===== src/rtl/regfile_wb_arbiter.sv =====
// Register-file writeback arbiter. Two sources share one write port: the in-order pipeline (P)
// and the multi-cycle unit (M). A pending-result scoreboard lets decode detect RAW/WAW hazards.
module regfile_wb_arbiter #(
    parameter int XLEN       = 64,
    parameter int NREG       = 32,
    parameter int AW         = 5,
    parameter int STARVE_MAX = 4
) (
    input  logic            clk,
    input  logic            rst_n,
    input  logic            p_valid,
    output logic            p_ready,
    input  logic [AW-1:0]   p_addr,
    input  logic [XLEN-1:0] p_data,
    input  logic            m_valid,
    output logic            m_ready,
    input  logic [AW-1:0]   m_addr,
    input  logic [XLEN-1:0] m_data,
    input  logic            issue_valid,
    input  logic [AW-1:0]   issue_addr,
    output logic            issue_ready,
    input  logic [AW-1:0]   rs1_addr,
    input  logic [AW-1:0]   rs2_addr,
    output logic            rs1_busy,
    output logic            rs2_busy,
    output logic [AW:0]     pending_cnt,
    output logic            rf_wen,
    output logic [AW-1:0]   rf_waddr,
    output logic [XLEN-1:0] rf_wdata
);

    localparam logic [3:0] STARVE_LIM = 4'(STARVE_MAX);

    logic [NREG-1:0] busy;
    logic [NREG-1:0] busy_nxt;
    logic [AW:0]     cnt_nxt;
    logic [3:0]      starve_cnt;
    logic            p_elig;
    logic            m_elig;
    logic            grant_p;
    logic            grant_m;
    logic            issue_fire;
    logic [AW-1:0]   win_addr;
    logic [XLEN-1:0] win_data;

    assign issue_ready = !busy[issue_addr];
    assign issue_fire  = issue_valid && issue_ready;
    assign rs1_busy    = busy[rs1_addr];
    assign rs2_busy    = busy[rs2_addr];

    // A P write to a register still owed by M would be overwritten out of order, so P waits.
    assign p_elig  = p_valid && !busy[p_addr];
    assign m_elig  = m_valid;
    assign grant_m = m_elig && (!p_elig || (starve_cnt == STARVE_LIM));
    assign grant_p = p_elig && !grant_m;
    assign p_ready = grant_p;
    assign m_ready = grant_m;

    assign win_addr = grant_m ? m_addr : p_addr;
    assign win_data = grant_m ? m_data : p_data;

    // Set after clear, so an issue to a register M writes in the same cycle stays pending.
    always_comb begin
        busy_nxt = busy;
        cnt_nxt  = '0;
        if (grant_m) busy_nxt[m_addr] = 1'b0;
        if (issue_fire) busy_nxt[issue_addr] = 1'b1;
        busy_nxt[0] = 1'b0;
        for (int i = 0; i < NREG; i++) begin
            cnt_nxt = cnt_nxt + (AW+1)'(busy_nxt[i]);
        end
    end

    always_ff @(posedge clk or negedge rst_n) begin
        if (!rst_n) begin
            busy        <= '0;
            pending_cnt <= '0;
            starve_cnt  <= '0;
            rf_wen      <= 1'b0;
            rf_waddr    <= '0;
            rf_wdata    <= '0;
        end else begin
            busy        <= busy_nxt;
            pending_cnt <= cnt_nxt;
            if (grant_m) begin
                starve_cnt <= '0;
            end else if (m_elig && (starve_cnt != STARVE_LIM)) begin
                starve_cnt <= starve_cnt + 4'd1;
            end
            rf_wen <= (grant_p || grant_m) && (win_addr != '0);
            if ((grant_p || grant_m) && (win_addr != '0)) begin
                rf_waddr <= win_addr;
                rf_wdata <= win_data;
            end
        end
    end

endmodule


===== config.mk =====
export PLATFORM = sky130hd
export DESIGN_NAME = regfile_wb_arbiter
export DESIGN_NICKNAME = d
export VERILOG_FILES = /design/src/rtl/regfile_wb_arbiter.sv
export SDC_FILE = /design/constraint.sdc
export NUM_CORES = 1
export LEC_CHECK = 0
export CORE_ASPECT_RATIO = 0.7
export CORE_UTILIZATION = 51
export DETAILED_ROUTE_END_ITERATION = 7
export GPL_TIMING_DRIVEN = 1
export PLACE_DENSITY = 0.95
export SYNTH_ARGS = -nofsm -noshare
export SYNTH_HDL_FRONTEND = slang
export SYNTH_SLANG_ARGS = --single-unit

===== constraint.sdc =====
create_clock -name clk -period 16.8 [get_ports clk]
set_input_delay 4.2 -clock clk [delete_from_list [all_inputs] [get_ports clk]]
set_output_delay 4.2 -clock clk [all_outputs]
set_load 0.005 [all_outputs]

==> summary.md, run 1 <==
| Metric | Value |
|---|---|
| Status | completed |
| Clock sinks | between 100 and 150 |
| Synth cell types | 45 |
| CP Depth | 8 |
| DRT antenna net count | 0 |
| Reg2reg start | starve_cnt[0] |
| Hold Buf Count CTS | 0 |
| Vias | 5975 |
| # rows | 35 |
| Gate power share | 0.704 |
| Worst path max stage delay | ~0.86 ns |
| Main synth FF type | dfrtp_1 |
| Final slew viol count | 0 |
| Post-synth top cells | mux2_2 (132), dfrtp_1 (111), nand2_1 (47) |
| Die height | 101 um |
| Top cells by area, synth | dfrtp_1 (39%), mux2_2 (21%), mux4_2 (9.7%) |
| Hold wc startpoint | rf_wdata[25] |
| Delay-heaviest family, CP | buffers and inverters |
| Top-area cell type share of the netlist area | 0.385 |
| CP required | roughly 13 ns |
| Final worst-path cycle share | 0.711 |
| Worst IR Drop VDD | between 0.0005 and 0.0006 V |
| Post-synth EDFFs | 0 |
| Slew headroom | 0.371 |
| CP cell instances | clkdlybuf4s50_1 -> mux4_2 -> a22o_1 -> o41a_1 -> o31a_2 -> buf_4 -> nor3b_1 -> clkdlybuf4s50_1 |
| Util after Layout | 0.737 |
| Clk Latency, worst-skew pair | 0.36 ns |
| Sequential area share after synthesis | 0.385 |
| Area grow syn2layout | 38.0% |
| FF-to-FF path depth | 24 |
| Core Footprint | between 10000 and 15000 sq um |
| Depth of the CTS H-tree | 3 |
| Post-cts repair resize count | 0 |
| Ant. Diodes | 0 |
| GR Overflow Total | 0 |
| Net load switching power | approximately 0.95 mW |
| Die ar. | 14600 sq um |
| Largest net degree at the start of global routing | 78 |
| Critical path origin | p_addr[0] |
| Internal Dissipation | between 1 and 1.5 mW |
| Final Hold Vio Count | 0 |
| CTS Root Cell | clkbuf_16 |
| Part of the power in registers | 0.195 |
| Setup repair bufs after CTS | 0 |
| Hold Path Class | reg2reg |
| Global Route Usage Sum | 0.333 |
| Reg2Reg Setup Slack | about 8.9 ns |
| Switching Fraction | 0.439 |
| Mapped Area | just over 7000 sq um |
| Die W | 144 um |
| Wirelength per Cell | roughly 24 um |
| Register bit total from synthesis | around 110 |
| Yosys warns | 0 |
| # IOs | between 200 and 250 |
| Placer Congestion | 0.973 |
| Worst path most repeated cell | clkdlybuf4s50_1 |
| Asr flop ratio synth | 1.00 |
| Vias in the first global route | approximately 6200 |
| Worst Clk Skew | between 0.01 and 0.015 ns |
| Setup TNS Final | 0 ns |
| CP Class | in2out |
| Max-cap violations | 0 |
| Critical Path Sink Type | output port |
| Global-route wire length before repair | 35.4 mm |
| Uppermost layer routed | met4 |
| Final wirelength | 23.9 mm |
| Vias per cell | between 6 and 7 |
| Final min period | 11.95 ns |
| Cell with the largest stage delay on the worst path | clkdlybuf4s50_1 |
| Worst setup SP type | input pin |
| DP Area | ~9600 sq um |
| Reg clk slew, reported paths | roughly 0.08 ns |
| DRC | 0 |
| DP HPWL | 18.5 mm |
| Min setup slack post-route | 4.85 ns |
| Routed met3 length | 2.17 mm |
| Drt first-iter violations | 469 |
| Syn_nets | 766 |
| Area leader, netlist | dfrtp_1 |
| Met2 WL | ~12 mm |
| Initial Util | 0.534 |
| CTS tree | done |
| Design Area, Final | 9940 sq um |
| CTS buffer count | 9 |
| CP Max Fanout | 77 |
| Buffers and inverters on the worst path | 3 |
| Metal-1 WL | around 9.4 mm |
| Top-count cell post-synth | mux2_2 |
| Power Dens Cells | 218 nW/um^2 |
| Clk buf depth | 2 |
| Final setup fails | 0 |
| Worst slew pin tran | 0.944 ns |
| Hold Crit Depth | 1 |
| Leak pwr | between 4 and 5 nW |
| Final nets | 984 |
| Setup WS pre-CTS | 4.60 ns |
| Syn Inst Count | around 580 |
| Share of cells above drive strength 1 | 0.243 |
| RSZ-0062 raised after global routing | false |
| Fmax | ~84 MHz |
| Power share of the clock group | 0.101 |
| Drt pass-1 iters | 5 |
| Final Instance Count excl. Fillers | 984 |
| Initial antenna violation count | 0 |
| Cells after DPL | 968 |
| Port Buffer Count | approximately 240 |
| Syn_area_per_cell | roughly 13 sq um |
| CP arrival | ~7.8 ns |
==> flip-flops by register name (all words and copies together), names as in the netlist <==
signal and count:
starve_cnt 4, rf_waddr 5, rf_wdata 64, busy 31
rf_wen 1, pending_cnt 6
==> layout by cell type, fill, tap and decap left out, types with 4 or more instances in the layout <==
master / instances
and3_1: 4
nor3b_1: 7
clkbuf_16: 9
dfrtp_1: 111
fa_1: 23
a22o_1: 18
mux2i_1: 5
nand2_1: 47
mux2_2: 132
nor2b_1: 5
o2bb2ai_1: 15
clkdlybuf4s50_1: 237
nor2_1: 12
mux2_1: 7
nor3_1: 4
buf_4: 6
a21o_1: 6
and3b_1: 4
mux4_2: 31
a22oi_1: 18
inv_1: 33
a21oi_1: 7
ha_1: 9
o21ai_0: 10
==> cells by family after synthesis <==
kind of cell             Yosys count  synth area share
AND/OR/NAND/NOR                  105            0.0757
AO/OA/AOI/OAI                     81            0.0877
flip-flops                       111             0.385
adder cells (fa/ha/maj)           32            0.0795
buffers and inverters             69            0.0470
XOR/XNOR                           3           0.00365
multiplexers                     175             0.321
==> per-stage QoR <==
| stage | hold slack, ns | total power [mW] |
|---|---|---|
| finish | 0.507 | 2.17 |
| global route | 0.515 | 2.35 |
| CTS | 0.511 | 2.16 |
| detailed placement | 0.491 | 1.90 |
| global placement | 0.476 | 1.79 |
| floorplan | 0.464 | 1.45 |
==> cell type report <==
| type | instances | area (sq um) |
|---|---|---|
| inverters | 33 | 124 |
| multi-input cells | 396 | 4090 |
| repair buffers | 243 | 2420 |
| fillers | 916 | 3540 |
| clock buffers | 9 | 225 |
| flip-flops and latches | 111 | 2780 |
| well taps | 185 | 231 |
| clock inverters | 7 | 77.6 |
==> path summary, 6_finish.rpt <==
path / endpoint
setup / recovery: p_ready
hold / removal: rf_wdata[25]
setup reg to reg: pending_cnt[4]
hold reg to reg: rf_wdata[25]
max in group asynchronous: busy[31]
min in group asynchronous: rf_wdata[63]
==> metal layers <==
layer,up-vias,GRT usage
met3,52,0.103
met1,3033,0.427
met2,350,0.542
met4,0,0.108
met5,-,0
li1,2540,-
==> power by group through the flow <==
stage          Sequential, mW  Clock, mW  Combinational (mW)
2_1_floorplan           0.398          0                1.05
6_report                0.423      0.219                1.53
4_1_cts                 0.418      0.221                1.52
3_3_place_gp            0.418          0                1.38
5_1_grt                 0.427      0.230                1.69
3_5_place_dp            0.422          0                1.48
Note: power is estimated with default switching activity, not from simulation.
==> inputs of run 2 (changes only) <==
Settings changed: CORE_UTILIZATION 51 to 47, PLACE_DENSITY 0.95 to 0.94.
Clock period 16.8 ns to 12.27 ns, I/O delays scaled along.
==> run 2 against run 1 <==
Power increased by 33%. Non-clock buffer count fell by 1. First-iteration DRC count rose by 2.6%. Final cell count rose by 0.91%. Clock power increased by 34%. Design area about the same. Largest cell class unchanged. Highest routed layer unchanged.
==> summary.md, run 2 (synthesized netlist as in run 1, its figures left out) <==
| Metric | Value |
|---|---|
| Status | completed (unchanged) |
| Worst slew pin tran | 1.06 ns (was 0.944 ns) |
| Final worst-path cycle share | 0.831 |
| GR Overflow Total | 0 (unchanged) |
| Vias per cell | 5.77 (was 6.07) |
| Final nets | 983 (was 984) |
| Clk buf depth | 2 (unchanged) |
| Setup TNS Final | 0 ns (unchanged) |
| Reg2reg start | starve_cnt[0] (unchanged) |
| Worst Clk Skew | 0.0114 ns (was 0.0146 ns) |
| Worst IR Drop VDD | 0.000449 V (was 0.000537 V) |
| Global-route wire length before repair | 32.8 mm (was 35.4 mm) |
| Largest net degree at the start of global routing | 84 (was 78) |
| Critical Path Sink Type | flip-flop (was output port) |
| Slew headroom | 0.295 (was 0.371) |
| Util after Layout | 0.672 (was 0.737) |
| Die W | 150 um (was 144 um) |
| Pwr Total | 2.90 mW (was 2.17 mW) |
| Initial antenna violation count | 0 (unchanged) |
| CP Class | in2reg (was in2out) |
| Die ar. | 15800 sq um (was 14600 sq um) |
| Critical path origin | p_addr[0] (unchanged) |
| Cell with the largest stage delay on the worst path | clkdlybuf4s50_1 (unchanged) |
| Power Dens Cells | 291 nW/um^2 (was 218 nW/um^2) |
| Buffers and inverters on the worst path | 4 (was 3) |
| Worst setup SP type | input pin (unchanged) |
| Hold wc startpoint | rf_waddr[1] (was rf_wdata[25]) |
| Clk Latency, worst-skew pair | 0.35 ns (was 0.36 ns) |
| Area grow syn2layout | 38.0% (about the same) |
| Placer Congestion | 0.985 (was 0.973) |
| Vias in the first global route | 5922 (was 6244) |
| Commonest non-fill, non-tap cell in the layout | clkdlybuf4s50_1 (unchanged) |
| # IOs | 239 (unchanged) |
| Most frequent cells in the layout | clkdlybuf4s50_1 (237), mux2_2 (132), dfrtp_1 (111) (unchanged) |
| Largest registers | rf_wdata x64, busy x31, pending_cnt x6 (unchanged) |
| Largest register FFs | 64 (unchanged) |
| Final min period | 10.19 ns |
| DRC | 0 (unchanged) |
| Wirelength per Cell | 21.2 um (was 24.3 um) |
| Fmax | roughly 100 MHz |
| Core Footprint | 14800 sq um (was 13500 sq um) |
| Die height | 106 um (was 101 um) |
| Worst path max stage delay | 0.88 ns (was 0.86 ns) |
| CTS tree | done (unchanged) |
| Global Route Usage Sum | 0.277 (was 0.333) |
| DP HPWL | 16.4 mm (was 18.5 mm) |
| CP arrival | 10.46 ns (was 7.75 ns) |
| Depth of the CTS H-tree | 3 (unchanged) |
| DRT antenna net count | 0 (unchanged) |
| Leak pwr | 4.04 nW (was 4.03 nW) |
| Hold Path Class | reg2reg (unchanged) |
| CP required | 12.54 ns (was 12.60 ns) |
| Share of cells above drive strength 1 | 0.242 (was 0.243) |
| Ant. Diodes | 0 (unchanged) |
| Final wirelength | 21.0 mm (was 23.9 mm) |
| Worst path most repeated cell | fa_1 (was clkdlybuf4s50_1) |
| Delay-heaviest family, CP | adder cells (was buffers and inverters) |
| CTS Root Cell | clkbuf_16 (unchanged) |
| Final Hold Vio Count | 0 (unchanged) |
| Drt first-iter violations | 481 (was 469) |
| Setup repair bufs after CTS | 0 (unchanged) |
| Final Instance Count excl. Fillers | 993 (was 984) |
| Cells after DPL | 977 (was 968) |
| Drt pass-1 iters | 5 (unchanged) |
| RSZ-0062 raised after global routing | false (unchanged) |
| Final slew viol count | 0 (unchanged) |
| Final setup fails | 0 (unchanged) |
| CP Max Fanout | 12 (was 77) |
| Biggest register | rf_wdata (unchanged) |
| # rows | 37 (was 35) |
| Max-cap violations | 0 (unchanged) |
| Post-cts repair resize count | 0 (unchanged) |
| Clock sinks | 111 (unchanged) |
| Initial Util | 0.486 (was 0.534) |
| Hold Worst Slack | 0.497 ns (was 0.507 ns) |
| Reg clk slew, reported paths | 0.08 ns (about the same) |
| CP cell instances | clkdlybuf4s50_1 -> mux4_2 -> a2bb2oi_1 -> o2bb2ai_1 -> o31a_4 -> nor3b_1 -> nand2_1 -> a22oi_1 -> fa_1 -> fa_1 -> inv_1 -> fa_1 -> fa_1 -> fa_1 -> fa_1 -> fa_1 -> inv_1 -> fa_1 -> inv_1 -> a21o_1 -> a21oi_1 -> xnor2_1 (was clkdlybuf4s50_1 -> mux4_2 -> a22o_1 -> o41a_1 -> o31a_2 -> buf_4 -> nor3b_1 -> clkdlybuf4s50_1) |
| Port Buffer Count | 238 (unchanged) |
| Hold Buf Count CTS | 0 (unchanged) |
| Vias | 5733 (was 5975) |
| CTS buffer count | 9 (unchanged) |
==> run 2: changes by cell type in the layout (fill, tap and decap cells not counted), sizes merged <==
cell,before,now
clkinv,3,1
inv,36,38
buf,6,5
clkbuf,9,10
clkinvlp,1,0
==> run 2: through the flow <==
stage | instance area [sq um] | setup slack, ns
after global placement | 9650 | 1.83
after floorplan | 7210 | 2.90
after detailed placement | 9650 | 1.78
after CTS | 9950 | 2.14
after global routing | 9950 | 1.69
final | 9950 | 2.08
==> run 2: worst register-to-register path, cell delays in order (launching register included) <==
cell and delay (ns):
dfrtp_1 0.40, inv_1 0.09, ha_1 0.15, nand2_1 0.05, o21ai_0 0.54, o41a_1 0.23, o31a_4 0.24, nor3b_1 0.80
nand2_1 0.19, a22oi_1 0.29, fa_1 0.50, fa_1 0.55, inv_1 0.06, fa_1 0.52, fa_1 0.45, fa_1 0.55
fa_1 0.43, fa_1 0.39, inv_1 0.08, fa_1 0.20, inv_1 0.05, a21o_1 0.16, a21oi_1 0.18, xnor2_1 0.14
==> run 2: final timing paths <==
kind	endpoint	slack [ns]	cells past startpoint
worst max-delay path	pending_cnt[4]	2.08	22
worst max register to register	pending_cnt[4]	4.96	23
worst min register to register	rf_waddr[1]	0.50	1
max in group asynchronous	busy[28]	8.26	2
min in group asynchronous	rf_wdata[15]	2.62	1
worst min-delay path	rf_waddr[1]	0.50	1
==> run 2: routing by layer <==
metal / vias to the layer above / GRT usage / share of wire
met3: 20 / 0.0835 / 0.12
met4: 0 / 0.0505 / 0.011
met5: - / 0 / 0
met2: 332 / 0.429 / 0.47
met1: 2837 / 0.386 / 0.40
li1: 2544 / - / -
==> run 2: layout make-up <==
cell class              instances  area, sq um
fillers                      1127         4870
multi-input cells             396         4100
flip-flops and latches        111         2780
repair buffers                242         2410
well taps                     195          244
clock buffers                  10          239
inverters                      33          124
clock inverters                 6         56.3
==> run 2: power breakdown <==
part,switching (mW),internal [mW]
logic,1.00,1.03
clock network,0.144,0.149
registers,0.0890,0.484
total,1.24,1.66
